<file path="config.mk">
export PLATFORM = sky130hd
export DESIGN_NAME = branch_resolve_unit
export DESIGN_NICKNAME = d
export VERILOG_FILES = /design/src/rtl/branch_pkg.sv /design/src/rtl/signed_compare_32bit.sv /design/src/rtl/branch_resolve_unit.sv
export SDC_FILE = /design/constraint.sdc
export NUM_CORES = 1
export LEC_CHECK = 0
export CAP_MARGIN = 20
export CORE_MARGIN = 2
export CORE_UTILIZATION = 50
export DETAILED_ROUTE_END_ITERATION = 12
export PLACE_DENSITY_LB_ADDON = 0.3
export SYNTH_ARGS = -nofsm -noshare
export SYNTH_HDL_FRONTEND = slang
export SYNTH_SLANG_ARGS = --single-unit
</file>
<file path="constraint.sdc">
create_clock -name clk -period 8.3 [get_ports clk]
set_clock_uncertainty 0.15 [all_clocks]
set_input_delay 0.83 -clock clk [delete_from_list [all_inputs] [get_ports clk]]
set_output_delay 0.83 -clock clk [all_outputs]
set_load 0.02 [all_outputs]
</file>
<file path="src/rtl/branch_pkg.sv">
// Shared definitions for the branch resolution pipeline: opcodes, widths and
// the pipeline-stage record carried between S1 and S2.
package branch_pkg;

  localparam int BR_XLEN = 32;
  localparam int OP_W    = 3;

  localparam logic [OP_W-1:0] BR_BEQ    = 3'd0;
  localparam logic [OP_W-1:0] BR_BNE    = 3'd1;
  localparam logic [OP_W-1:0] BR_BLEZ   = 3'd2;
  localparam logic [OP_W-1:0] BR_BGTZ   = 3'd3;
  localparam logic [OP_W-1:0] BR_BLTZ   = 3'd4;
  localparam logic [OP_W-1:0] BR_BGEZ   = 3'd5;
  localparam logic [OP_W-1:0] BR_BLTZAL = 3'd6;
  localparam logic [OP_W-1:0] BR_BGEZAL = 3'd7;

  typedef struct packed {
    logic [OP_W-1:0]    op;
    logic [BR_XLEN-1:0] rs;
    logic [BR_XLEN-1:0] rt;
    logic [BR_XLEN-1:0] pc;
    logic [BR_XLEN-1:0] target;
    logic               valid;
  } stage_t;

  // Only the two-register compares look at rt; everything else compares rs to zero.
  function automatic logic uses_rt(input logic [OP_W-1:0] op);
    return (op == BR_BEQ) || (op == BR_BNE);
  endfunction

endpackage

</file>
<file path="src/rtl/signed_compare_32bit.sv">
// Shared 32-bit signed magnitude comparator. Outputs are all low when disabled.
module signed_compare_32bit (
  input  logic [31:0] i_a,
  input  logic [31:0] i_b,
  input  logic        i_en,
  output logic        o_bigger,
  output logic        o_equal,
  output logic        o_less
);

  // Signed compare of a against b, gated by the enable.
  always_comb begin
    o_bigger = 1'b0;
    o_equal  = 1'b0;
    o_less   = 1'b0;
    if (i_en) begin
      o_bigger = $signed(i_a) >  $signed(i_b);
      o_equal  = i_a == i_b;
      o_less   = $signed(i_a) <  $signed(i_b);
    end
  end

endmodule

</file>
<file path="src/rtl/branch_resolve_unit.sv">
// Two-stage branch resolution unit: S1 captures the decoded branch, the shared
// comparator and target adder work on S1, S2 holds the registered result.
// Optional feature: define BRANCH_LINK_EN to add link-register writeback
// outputs for BLTZAL/BGEZAL.
module branch_resolve_unit
  import branch_pkg::*;
#(
  parameter int XLEN = 32,
  parameter int OP_W = 3
) (
  input  logic            clk,
  input  logic            rst,
  input  logic            flush,
  input  logic            in_valid,
  output logic            in_ready,
  input  logic [OP_W-1:0] in_op,
  input  logic [XLEN-1:0] in_rs,
  input  logic [XLEN-1:0] in_rt,
  input  logic [XLEN-1:0] in_pc,
  input  logic [15:0]     in_imm,
  output logic            out_valid,
  input  logic            out_ready,
  output logic            out_taken,
  output logic [XLEN-1:0] out_target
`ifdef BRANCH_LINK_EN
  ,
  output logic            out_link_we,
  output logic [XLEN-1:0] out_link_data
`endif
);

  stage_t          r_s1;
  stage_t          r_s2;
  logic [15:0]     r_s1_imm;
  logic            r_s2_taken;

  logic            w_kill;
  logic            w_drain;
  logic            w_s1_move;
  logic            w_accept;
  logic [XLEN-1:0] w_rt_eff;
  logic [XLEN-1:0] w_target;
  logic            w_cmp_gt;
  logic            w_cmp_eq;
  logic            w_cmp_lt;
  logic            w_taken;
  logic            w_unused;

  // Handshake: S2 drains on consumer take, S1 advances into an empty or draining S2.
  assign w_kill    = rst | flush;
  assign w_drain   = r_s2.valid & out_ready;
  assign w_s1_move = r_s1.valid & (~r_s2.valid | w_drain);
  assign in_ready  = ~w_kill & (~r_s1.valid | w_s1_move);
  assign w_accept  = in_valid & in_ready;

  assign w_rt_eff  = uses_rt(in_op) ? in_rt : '0;

  // Target arithmetic wraps modulo 2^XLEN by construction.
  assign w_target  = r_s1.pc + XLEN'(4) + {{(XLEN-18){r_s1_imm[15]}}, r_s1_imm, 2'b00};

  signed_compare_32bit u_cmp (
    .i_a      (r_s1.rs),
    .i_b      (r_s1.rt),
    .i_en     (1'b1),
    .o_bigger (w_cmp_gt),
    .o_equal  (w_cmp_eq),
    .o_less   (w_cmp_lt)
  );

  // Decode comparator flags into the branch condition for the S1 op.
  always_comb begin
    w_taken = 1'b0;
    case (r_s1.op)
      BR_BEQ:               w_taken = w_cmp_eq;
      BR_BNE:               w_taken = ~w_cmp_eq;
      BR_BLEZ:              w_taken = w_cmp_lt | w_cmp_eq;
      BR_BGTZ:              w_taken = w_cmp_gt;
      BR_BLTZ, BR_BLTZAL:   w_taken = w_cmp_lt;
      BR_BGEZ, BR_BGEZAL:   w_taken = w_cmp_gt | w_cmp_eq;
      default:              w_taken = 1'b0;
    endcase
  end

  // S1 register: capture accepted ops, empty when the op moves on.
  always_ff @(posedge clk) begin
    if (rst) begin
      r_s1     <= '0;
      r_s1_imm <= '0;
    end else if (flush) begin
      r_s1.valid <= 1'b0;
    end else if (w_accept) begin
      r_s1.op    <= in_op;
      r_s1.rs    <= in_rs;
      r_s1.rt    <= w_rt_eff;
      r_s1.pc    <= in_pc;
      r_s1.valid <= 1'b1;
      r_s1_imm   <= in_imm;
    end else if (w_s1_move) begin
      r_s1.valid <= 1'b0;
    end
  end

  // S2 register: result holds while stalled, loads only when S1 advances.
  always_ff @(posedge clk) begin
    if (rst) begin
      r_s2       <= '0;
      r_s2_taken <= 1'b0;
    end else if (flush) begin
      r_s2.valid <= 1'b0;
    end else if (w_s1_move) begin
      r_s2.op     <= r_s1.op;
      r_s2.pc     <= r_s1.pc;
      r_s2.target <= w_target;
      r_s2.valid  <= 1'b1;
      r_s2_taken  <= w_taken;
    end else if (w_drain) begin
      r_s2.valid <= 1'b0;
    end
  end

  assign out_valid  = r_s2.valid;
  assign out_taken  = r_s2_taken;
  assign out_target = r_s2.target;

`ifdef BRANCH_LINK_EN
  logic            r_s2_link_we;
  logic [XLEN-1:0] r_s2_link_data;

  // Link data is registered alongside S2 so it reads zero out of reset.
  always_ff @(posedge clk) begin
    if (rst) begin
      r_s2_link_we   <= 1'b0;
      r_s2_link_data <= '0;
    end else if (!flush && w_s1_move) begin
      r_s2_link_we   <= (r_s1.op == BR_BLTZAL) || (r_s1.op == BR_BGEZAL);
      r_s2_link_data <= r_s1.pc + XLEN'(8);
    end
  end

  assign out_link_we   = r_s2.valid & r_s2_link_we;
  assign out_link_data = r_s2_link_data;
`endif

  // Stage-record fields that this datapath never reads back.
  assign w_unused = ^{r_s1.target, r_s2.rs, r_s2.rt, r_s2.pc, r_s2.op};

endmodule

</file>
# Word level (Yosys, flattened, before mapping)
# Cells that the tools add are included.
# op_classes
add_sub_neg	2
order_cmp	2
n_eq_ne	9
n_mux	6
bitwise_logic	14
n_reduce_logical	10
# op_table
op	n
$add A32 B3 Y32 const B	1
$add A32 B32 Y32	1
$eq A32 B32 Y1	1
$gt A32 B32 Y1	1
$lt A32 B32 Y1	1
$mux W32	1
$eq A3 B3 Y1 const B	4
$eq A3 B1 Y1 const B	2
$eq A3 B2 Y1 const B	2
$logic_not A3 Y1	2
$pmux W1 S6	1
$reduce_or A2 Y1	3
$not A1 Y1	5
$or A1 B1 Y1	5
$and A1 B1 Y1	4
$mux W1	4
$reduce_and A2 Y1	2
$reduce_bool A2 Y1	2
$logic_or A1 B1 Y1	1
# totals
regBits	150
input_bits	120
output_inout_bits	35
wordCells	52

# Depth between registers and ports, before layout
# Gate-level depths: netlist of the first run.
# logic_depth
word_depth	7
depth_mapped	13
ltp_nobuf	13

# Hierarchy
# From an unflattened synthesis of the first run, not the netlist that was laid out.
# hier_totals
hier_cells	1037
hier_area_um2	8145.3
# modules_own_cells
module	n_inst	cells_per_inst	area_each_um2	seq_area_each_um2
branch_resolve_unit	1	914	7285.7	3002.9
signed_compare_32bit	1	123	859.6	0.0

# Worst setup path after synthesis of the first run
# Ideal clock, no wire load.
# synth_timing
path_type	register to register
start	register r_s1_imm[15]
end	register r_s2, in the netlist out_target[31]
setup_ps	122
t_arrival_ps	2707
required_ps	8028
slack_ps	5321
stages_incl_launch_ff	11
path_buffers	0
period_less_slack_ps	2979
path_cell_list	dfxtp_1 > ha_1 > ha_1 > and3_4 > a221oi_2 > o21ai_0 > nor3_2 > a21oi_2 > o211ai_1 > a21oi_1 > a311o_1
# synth_between
elab_chain_len	1
# synth_lines
element	line_no	rtl
start, declared	branch_resolve_unit.sv:34	logic [15:0] r_s1_imm;
start signal, assigned	branch_resolve_unit.sv:97	r_s1_imm <= in_imm;
$add A32 B32 Y32	branch_resolve_unit.sv:59	assign w_target = r_s1.pc + XLEN'(4) + {{(XLEN-18){r_s1_imm[15]}}, r_s1_imm, 2'b00};
end, declared	branch_resolve_unit.sv:33	stage_t r_s2;
# Every way passes these cells.
# A chain may end at the register's enable or synchronous reset.

# Final worst setup path of the first run
# layout_timing
start	input port out_ready
end	output port in_ready
# layout_between
elab_chain_len	5
# layout_lines
element	line_no	rtl
start, declared	branch_resolve_unit.sv:22	input logic out_ready,
$and A1 B1 Y1	branch_resolve_unit.sv:51	assign w_drain = r_s2.valid & out_ready;
$or A1 B1 Y1	branch_resolve_unit.sv:52	assign w_s1_move = r_s1.valid & (~r_s2.valid | w_drain);
$and A1 B1 Y1	branch_resolve_unit.sv:52	
$or A1 B1 Y1	branch_resolve_unit.sv:53	assign in_ready = ~w_kill & (~r_s1.valid | w_s1_move);
$and A1 B1 Y1	branch_resolve_unit.sv:53	
end, declared	branch_resolve_unit.sv:15	output logic in_ready,
# Every way passes these cells.

==> impl_metrics.csv, run 1 <==
group,metric,value,unit
run_status,outcome,"complete, no violations",
cts,ctsResizeCount,0,
run,maxCapViolations,0,
route,first_pass_iters,5,
cts,cts_setup_buffers,0,
cts,cts-root-buf,"clkbuf_16",
power,p_leak,3.937,nW
critical_path,cpMostUsedCell,"clkdlybuf4s50_1",
synth,synth_edf_count,0,
hold_path,min_to,"out_target[8]$_SDFFE_PP0P_",
cts,cts_inserted_buffers,17,
synth,yosys.area_share.adder,0.1462,
synth,synthTopCellsByArea,"dfxtp_1, ha_1, nand2_1",
power,swShare,0.2342,
synth,ys.flop_type,"dfxtp_1",
synth,synth-seq-area-share,0.3873,
sta,setup-tns-final,0,ps
critical_path,worstPathArrival,2640,ps
layout,drive_above_1_share,0.04664,
place,place_congestion,0.8706,
floorplanning,die_w,128.5,um
hold_path,hp-class,"reg2reg",
critical_path,cpPeakStageDelay,720,ps
cts,h-tree-depth,4,
layout,diodes,0,
cts,cts_tree,"built",
route,wire_per_inst,14.06,um
route,wirelength,18320,um
grt,grt_remaining_overflow,0,
floorplanning,io_pins,155,
cts,clockBufferDepth,2,
power,clockPowerShare,0.432,
route,drt_iter0_drc,390,
synth,synth-xor-area-share,0.01694,
synth,syn-mean-instance-area,7.936,sq um
sta,period_share,0.4362,
grt,grt_pass1_wl,30680,um
layout,layout_commonest_cell,"nand2_1",
route,viasPerCell,5.414,
sta,period_minus_slack,3620,ps
synth,synth-compound-area-share,0.1941,
cts,cts.sinks,150,
power,powerDensity,166.7,nW/um^2
critical_path,r2r_cells,10,
critical_path,critPathTopFamily,"buffers and inverters",
cts,clk_pin_slew,60,ps
grt,grt_usage,0.2279,
synth,yosys.area_share.simple,0.2070,
power,combPwrFrac,0.116,
synth,synth.distinct_cells,61,
power,p_sw,0.3878,mW
floorplanning,core_area,15200,sq um
critical_path,cp-start-kind,"primary input",
sta,setup_slack,4680,ps
layout,layout.nets,1313,
synth,yosys_warnings,0,
sta,tightest_slew,794.3,ps
critical_path,path_class,"in2out",
critical_path,cp.required,7320,ps
floorplanning,placementRows,45,
synth,syn_nets,1187,
route,vias,7054,
layout,syn_to_final_growth,28.13,%
floorplanning,dieArea,16520,sq um
grt,grt_pass1_vias,6656,
critical_path,worstPathCellList,"clkdlybuf4s50_1 -> nor2b_1 -> a211oi_1 -> clkdlybuf4s50_1",
critical_path,end_kind,"output pin",
sta,finalHoldViolCount,0,
sta,maxSlewViolCount,0,
critical_path,r2r-end,"out_target[29]$_SDFFE_PP0P_",
sta,clock.fmax,276.2,MHz
power,ir_drop,148.0,uV
cts,insertion_delay,420,ps
synth,syn_area,7754,sq um
synth,synth_mux_area_frac,0.001452,
sta,relSlewSlack,0.4705,
hold_path,hold_depth,2,
hold_path,hold_start,"out_target[8]$_SDFFE_PP0P_",
sta,rsz0062_at_grt,"no",
grt,grt_max_degree,77,
sta,finalSetupViolCount,0,
place,post-place-ws,4525,ps
synth,synth-async-reset-ratio,0,
synth,ys_ff_latch,150,
route,drtAntennaViolNets,0,
synth,postSynthCellCount,977,
critical_path,r2r-start,"r_s1_imm[15]$_SDFFE_PP0P_",
power,intPower,1.268,mW
critical_path,cp_max_fo,5,
layout,final_cell_mix,"nand2_1, a21oi_1, clkdlybuf4s50_1",
cts,ctsHoldBuffers,0,
critical_path,cp_slowest_cell,"clkdlybuf4s50_1",
critical_path,path_buf_inv,2,
floorplanning,start_util,0.5100,
sta,holdWs,297.7,ps
place,hpwl,12970,um
synth,synth_area_leader_cell,"dfxtp_1",
grt,antenna_found_initial,1,
route,drc,0,
place,portBuffers,154,
synth,synth_top_family_by_area,"simple AND/OR/NAND/NOR gates",
power,pwr-share-seq,0.452,
floorplanning,die_h,128.5,um
critical_path,rrSetupSlack,4840,ps
synth,yosysTopAreaCellShare,0.3873,
-- worst max path at each step --
stage	from	end	slack, ps	cells past startpoint
2_1_floorplan	r_s1_imm[15]$_SDFFE_PP0P_	out_target[31]$_SDFFE_PP0P_	5320	10
3_3_place_gp	out_ready	r_s1[70]$_SDFFE_PP0P_	4640	7
3_5_place_dp	out_ready	r_s1[70]$_SDFFE_PP0P_	4520	7
4_1_cts	out_ready	in_ready	4660	4
5_1_grt	out_ready	in_ready	4610	4
6_report	out_ready	in_ready	4680	4
-- per-layer routing --
metal / wire (um) / global-route usage
met1: 8301 / 0.2859
met2: 8736 / 0.3864
met3: 867 / 0.05031
met4: 410 / 0.08376
met5: 0 / 0
-- area by class of cell --
cell class / count / area [sq um]
fill: 1350 / 5268
multi-input combinational: 732 / 4404
sequential: 150 / 3003
timing repair buffer: 160 / 1597
clock buffer: 27 / 493.0
tap: 188 / 235.2
inverter: 42 / 157.7
clock inverter: 4 / 45.04
-- state kept, by name, indices dropped and copies added (netlist names) --
signal	count
out_taken	1
out_target	32
r_s1_imm	16
r_s1	100
out_valid	1
-- cells by family after synthesis --
group	count (synthesis)
multiplexers	1
XOR/XNOR	15
flip-flops	150
buffers and inverters	95
AND/OR/NAND/NOR	372
AO/OA/AOI/OAI	254
adder cells (fa/ha/maj)	90
-- synthesized netlist by cell type (5+ instances only) --
library cell	count
nand4_1	8
a211oi_1	9
a211o_1	5
xnor2_1	6
xor2_1	9
a21o_1	14
nor2_1	23
buf_2	6
nand3_1	50
nand2_1	251
o21a_1	5
clkbuf_1	45
o21ai_0	26
inv_1	42
a21oi_1	159
nor3_1	7
o211ai_1	5
dfxtp_1	150
ha_1	89
-- stage by stage --
step	cell area (sq um)	cells	power, mW	utilization
2_1_floorplan	7754	977	0.8630	-
3_3_place_gp	9376	1271	0.9522	0.6168
3_5_place_dp	9397	1272	0.9553	0.6181
4_1_cts	9935	1303	1.668	0.6535
5_1_grt	9935	1303	1.723	0.6535
6_report	9935	1303	1.656	0.6535
-- power by group through the flow --
stage	Clock [mW]	Sequential (mW)	Combinational (mW)
CTS	0.726	0.748	0.194
finish	0.715	0.748	0.192
detailed placement	0	0.763	0.192
floorplan	0	0.763	0.100
global route	0.759	0.750	0.214
global placement	0	0.763	0.189
-- worst reg2reg max path, stage by stage, from the launching register on --
cell,delay (ps)
dfxtp_1,720
ha_1,360
ha_1,370
and3_4,220
a221oi_2,410
o21ai_0,210
nor3_2,160
a21oi_2,100
o2111ai_1,260
nand2_1,100
o311ai_1,290
No activity file was read; power rests on OpenSTA's default activity.
==> run 2, diff against run 1 <==
--- a/config.mk
+++ b/config.mk
@@ -7,7 +7,7 @@
 export LEC_CHECK = 0
 export CAP_MARGIN = 20
 export CORE_MARGIN = 2
-export CORE_UTILIZATION = 50
+export CORE_UTILIZATION = 47
 export DETAILED_ROUTE_END_ITERATION = 12
 export PLACE_DENSITY_LB_ADDON = 0.3
 export SYNTH_ARGS = -nofsm -noshare
==> constraint.sdc (replaced) <==
create_clock -name clk -period 2.9 [get_ports clk]
set_clock_uncertainty 0.15 [all_clocks]
set_input_delay 0.29 -clock clk [delete_from_list [all_inputs] [get_ports clk]]
set_output_delay 0.29 -clock clk [all_outputs]
set_load 0.02 [all_outputs]
==> impl_metrics.csv, run 2 (synthesized netlist as in run 1, its figures left out) <==
group,metric,value,unit
floorplanning,die_h,132.4,um
layout,post-route-util,0.6555,
sta,tightest_slew,754.8,ps
sta,setup-tns-final,0,ps
power,ir_drop,411.3,uV
sta,rsz0062_at_grt,"yes",
place,hpwl,14130,um
grt,grt_pass1_vias,6817,
grt,grt_remaining_overflow,0,
grt,grt_max_degree,55,
layout,drive_above_1_share,0.1011,
sta,clock.fmax,347.3,MHz
sta,maxSlewViolCount,0,
route,drc,0,
floorplanning,core_area,16000,sq um
grt,grt_pass1_wl,32020,um
layout,largest_register_ffs,100,
sta,relSlewSlack,0.4946,
run,maxCapViolations,0,
layout,regMostFlops,"r_s1",
critical_path,end_kind,"flop",
route,vias,7272,
critical_path,cp-start-kind,"flop",
grt,grt_usage,0.2232,
cts,cts-root-buf,"clkbuf_16",
hold_path,hold_start,"rst",
cts,cts_inserted_buffers,17,
place,portBuffers,154,
layout,diodes,0,
hold_path,hp-class,"in2reg",
critical_path,cp.required,3050,ps
floorplanning,start_util,0.4846,
sta,finalSetupViolCount,0,
route,wirelength,19560,um
sta,period_minus_slack,2879,ps
cts,clockBufferDepth,2,
cts,clk_pin_slew,60,ps
critical_path,rrSetupSlack,20,ps
sta,finalHoldViolCount,0,
route,drt_iter0_drc,388,
critical_path,cp_max_fo,2,
layout,syn_to_final_growth,35.26,%
cts,insertion_delay,430,ps
critical_path,cp-endpoint,"out_target[15]$_SDFFE_PP0P_",
layout,final_area,10490,sq um
run_status,outcome,"complete, no violations",
critical_path,r2r_cells,11,
route,viasPerCell,5.335,
cts,cts_tree,"built",
layout,layout.nets,1346,
critical_path,r2r-end,"out_target[15]$_SDFFE_PP0P_",
power,powerDensity,478.4,nW/um^2
critical_path,path_class,"reg2reg",
sta,holdWs,82.38,ps
route,wire_per_inst,14.35,um
power,p_leak,4.158,nW
route,drtAntennaViolNets,0,
cts,cts.sinks,150,
route,first_pass_iters,6,
critical_path,r2r-start,"r_s1_imm[1]$_SDFFE_PP0P_",
floorplanning,dieArea,17540,sq um
critical_path,worstPathArrival,3030,ps
cts,h-tree-depth,4,
critical_path,crit_start,"r_s1_imm[1]$_SDFFE_PP0P_",
place,place_area,9658,sq um
layout,final_cell_mix,"nand2_1, a21oi_1, clkdlybuf4s50_1",
place,place_congestion,0.8762,
cts,ctsHoldBuffers,0,
floorplanning,die_w,132.4,um
floorplanning,placementRows,46,
floorplanning,io_pins,155,
grt,antenna_found_initial,1,
layout,layout_commonest_cell,"nand2_1",
sta,period_share,0.9928,
-- run 2: layout make-up --
class | instances | area (sq um)
fill | 1422 | 5513
multi-input combinational | 732 | 4562
clock buffer | 22 | 484.2
timing repair buffer | 193 | 1882
clock inverter | 8 | 122.6
inverter | 42 | 157.7
tap | 216 | 270.3
sequential | 150 | 3009
-- run 2: critical path, cell delays in order (launching register included) --
cell and delay [ps]:
dfxtp_2 330, ha_4 240, ha_4 160, fa_2 350
a211o_1 320, a211oi_4 280, nor2_1 110, a21o_1 210
a21o_2 220, a21oi_2 140, xor2_1 150, o21ai_0 100
-- run 2: repair_timing --
item | CTS | global route
pin swaps | 12 | 12
gates cloned | 0 | 0
setup endpoints to repair | 8 | 17
buffers inserted | 6 | 2
gates resized for setup | 8 | 26
-- run 2: power by group --
group	switching (mW)	leakage [nW]	internal [mW]
clock	0.853	0.290	1.43
combinational	0.287	2.65	0.305
sequential	0.0299	1.22	2.11
-- run 2: how the worst min path moves through the flow --
stage / to / slack, ps / cells after the start
final: r_s1[90]$_SDFFE_PP0P_ / 80 / 2
after global routing: r_s1[59]$_SDFFE_PP0P_ / 90 / 2
after CTS: r_s1[90]$_SDFFE_PP0P_ / 60 / 2
after global placement: out_target[1]$_SDFFE_PP0P_ / 290 / 2
after floorplan: out_valid$_SDFFE_PP0P_ / 220 / 1
after detailed placement: r_s1[67]$_SDFFE_PP0P_ / 290 / 2
-- run 2: per-layer routing --
layer | global-route usage | vias up | routed length, um
met3 | 0.05479 | 19 | 1003
met2 | 0.3895 | 195 | 9675
met1 | 0.2747 | 3354 | 8690
met5 | 0 | - | 11
met4 | 0.05974 | 2 | 176
li1 | - | 3702 | -
-- run 2: metrics by stage --
stage	worst slack, ps	cells	power [mW]
after global routing	-87.51	1363	5.209
final	20.96	1363	5.017
after detailed placement	-165.1	1325	2.757
after floorplan	26.65	977	2.470
after global placement	-88.10	1325	2.749
after CTS	-64.31	1361	5.032
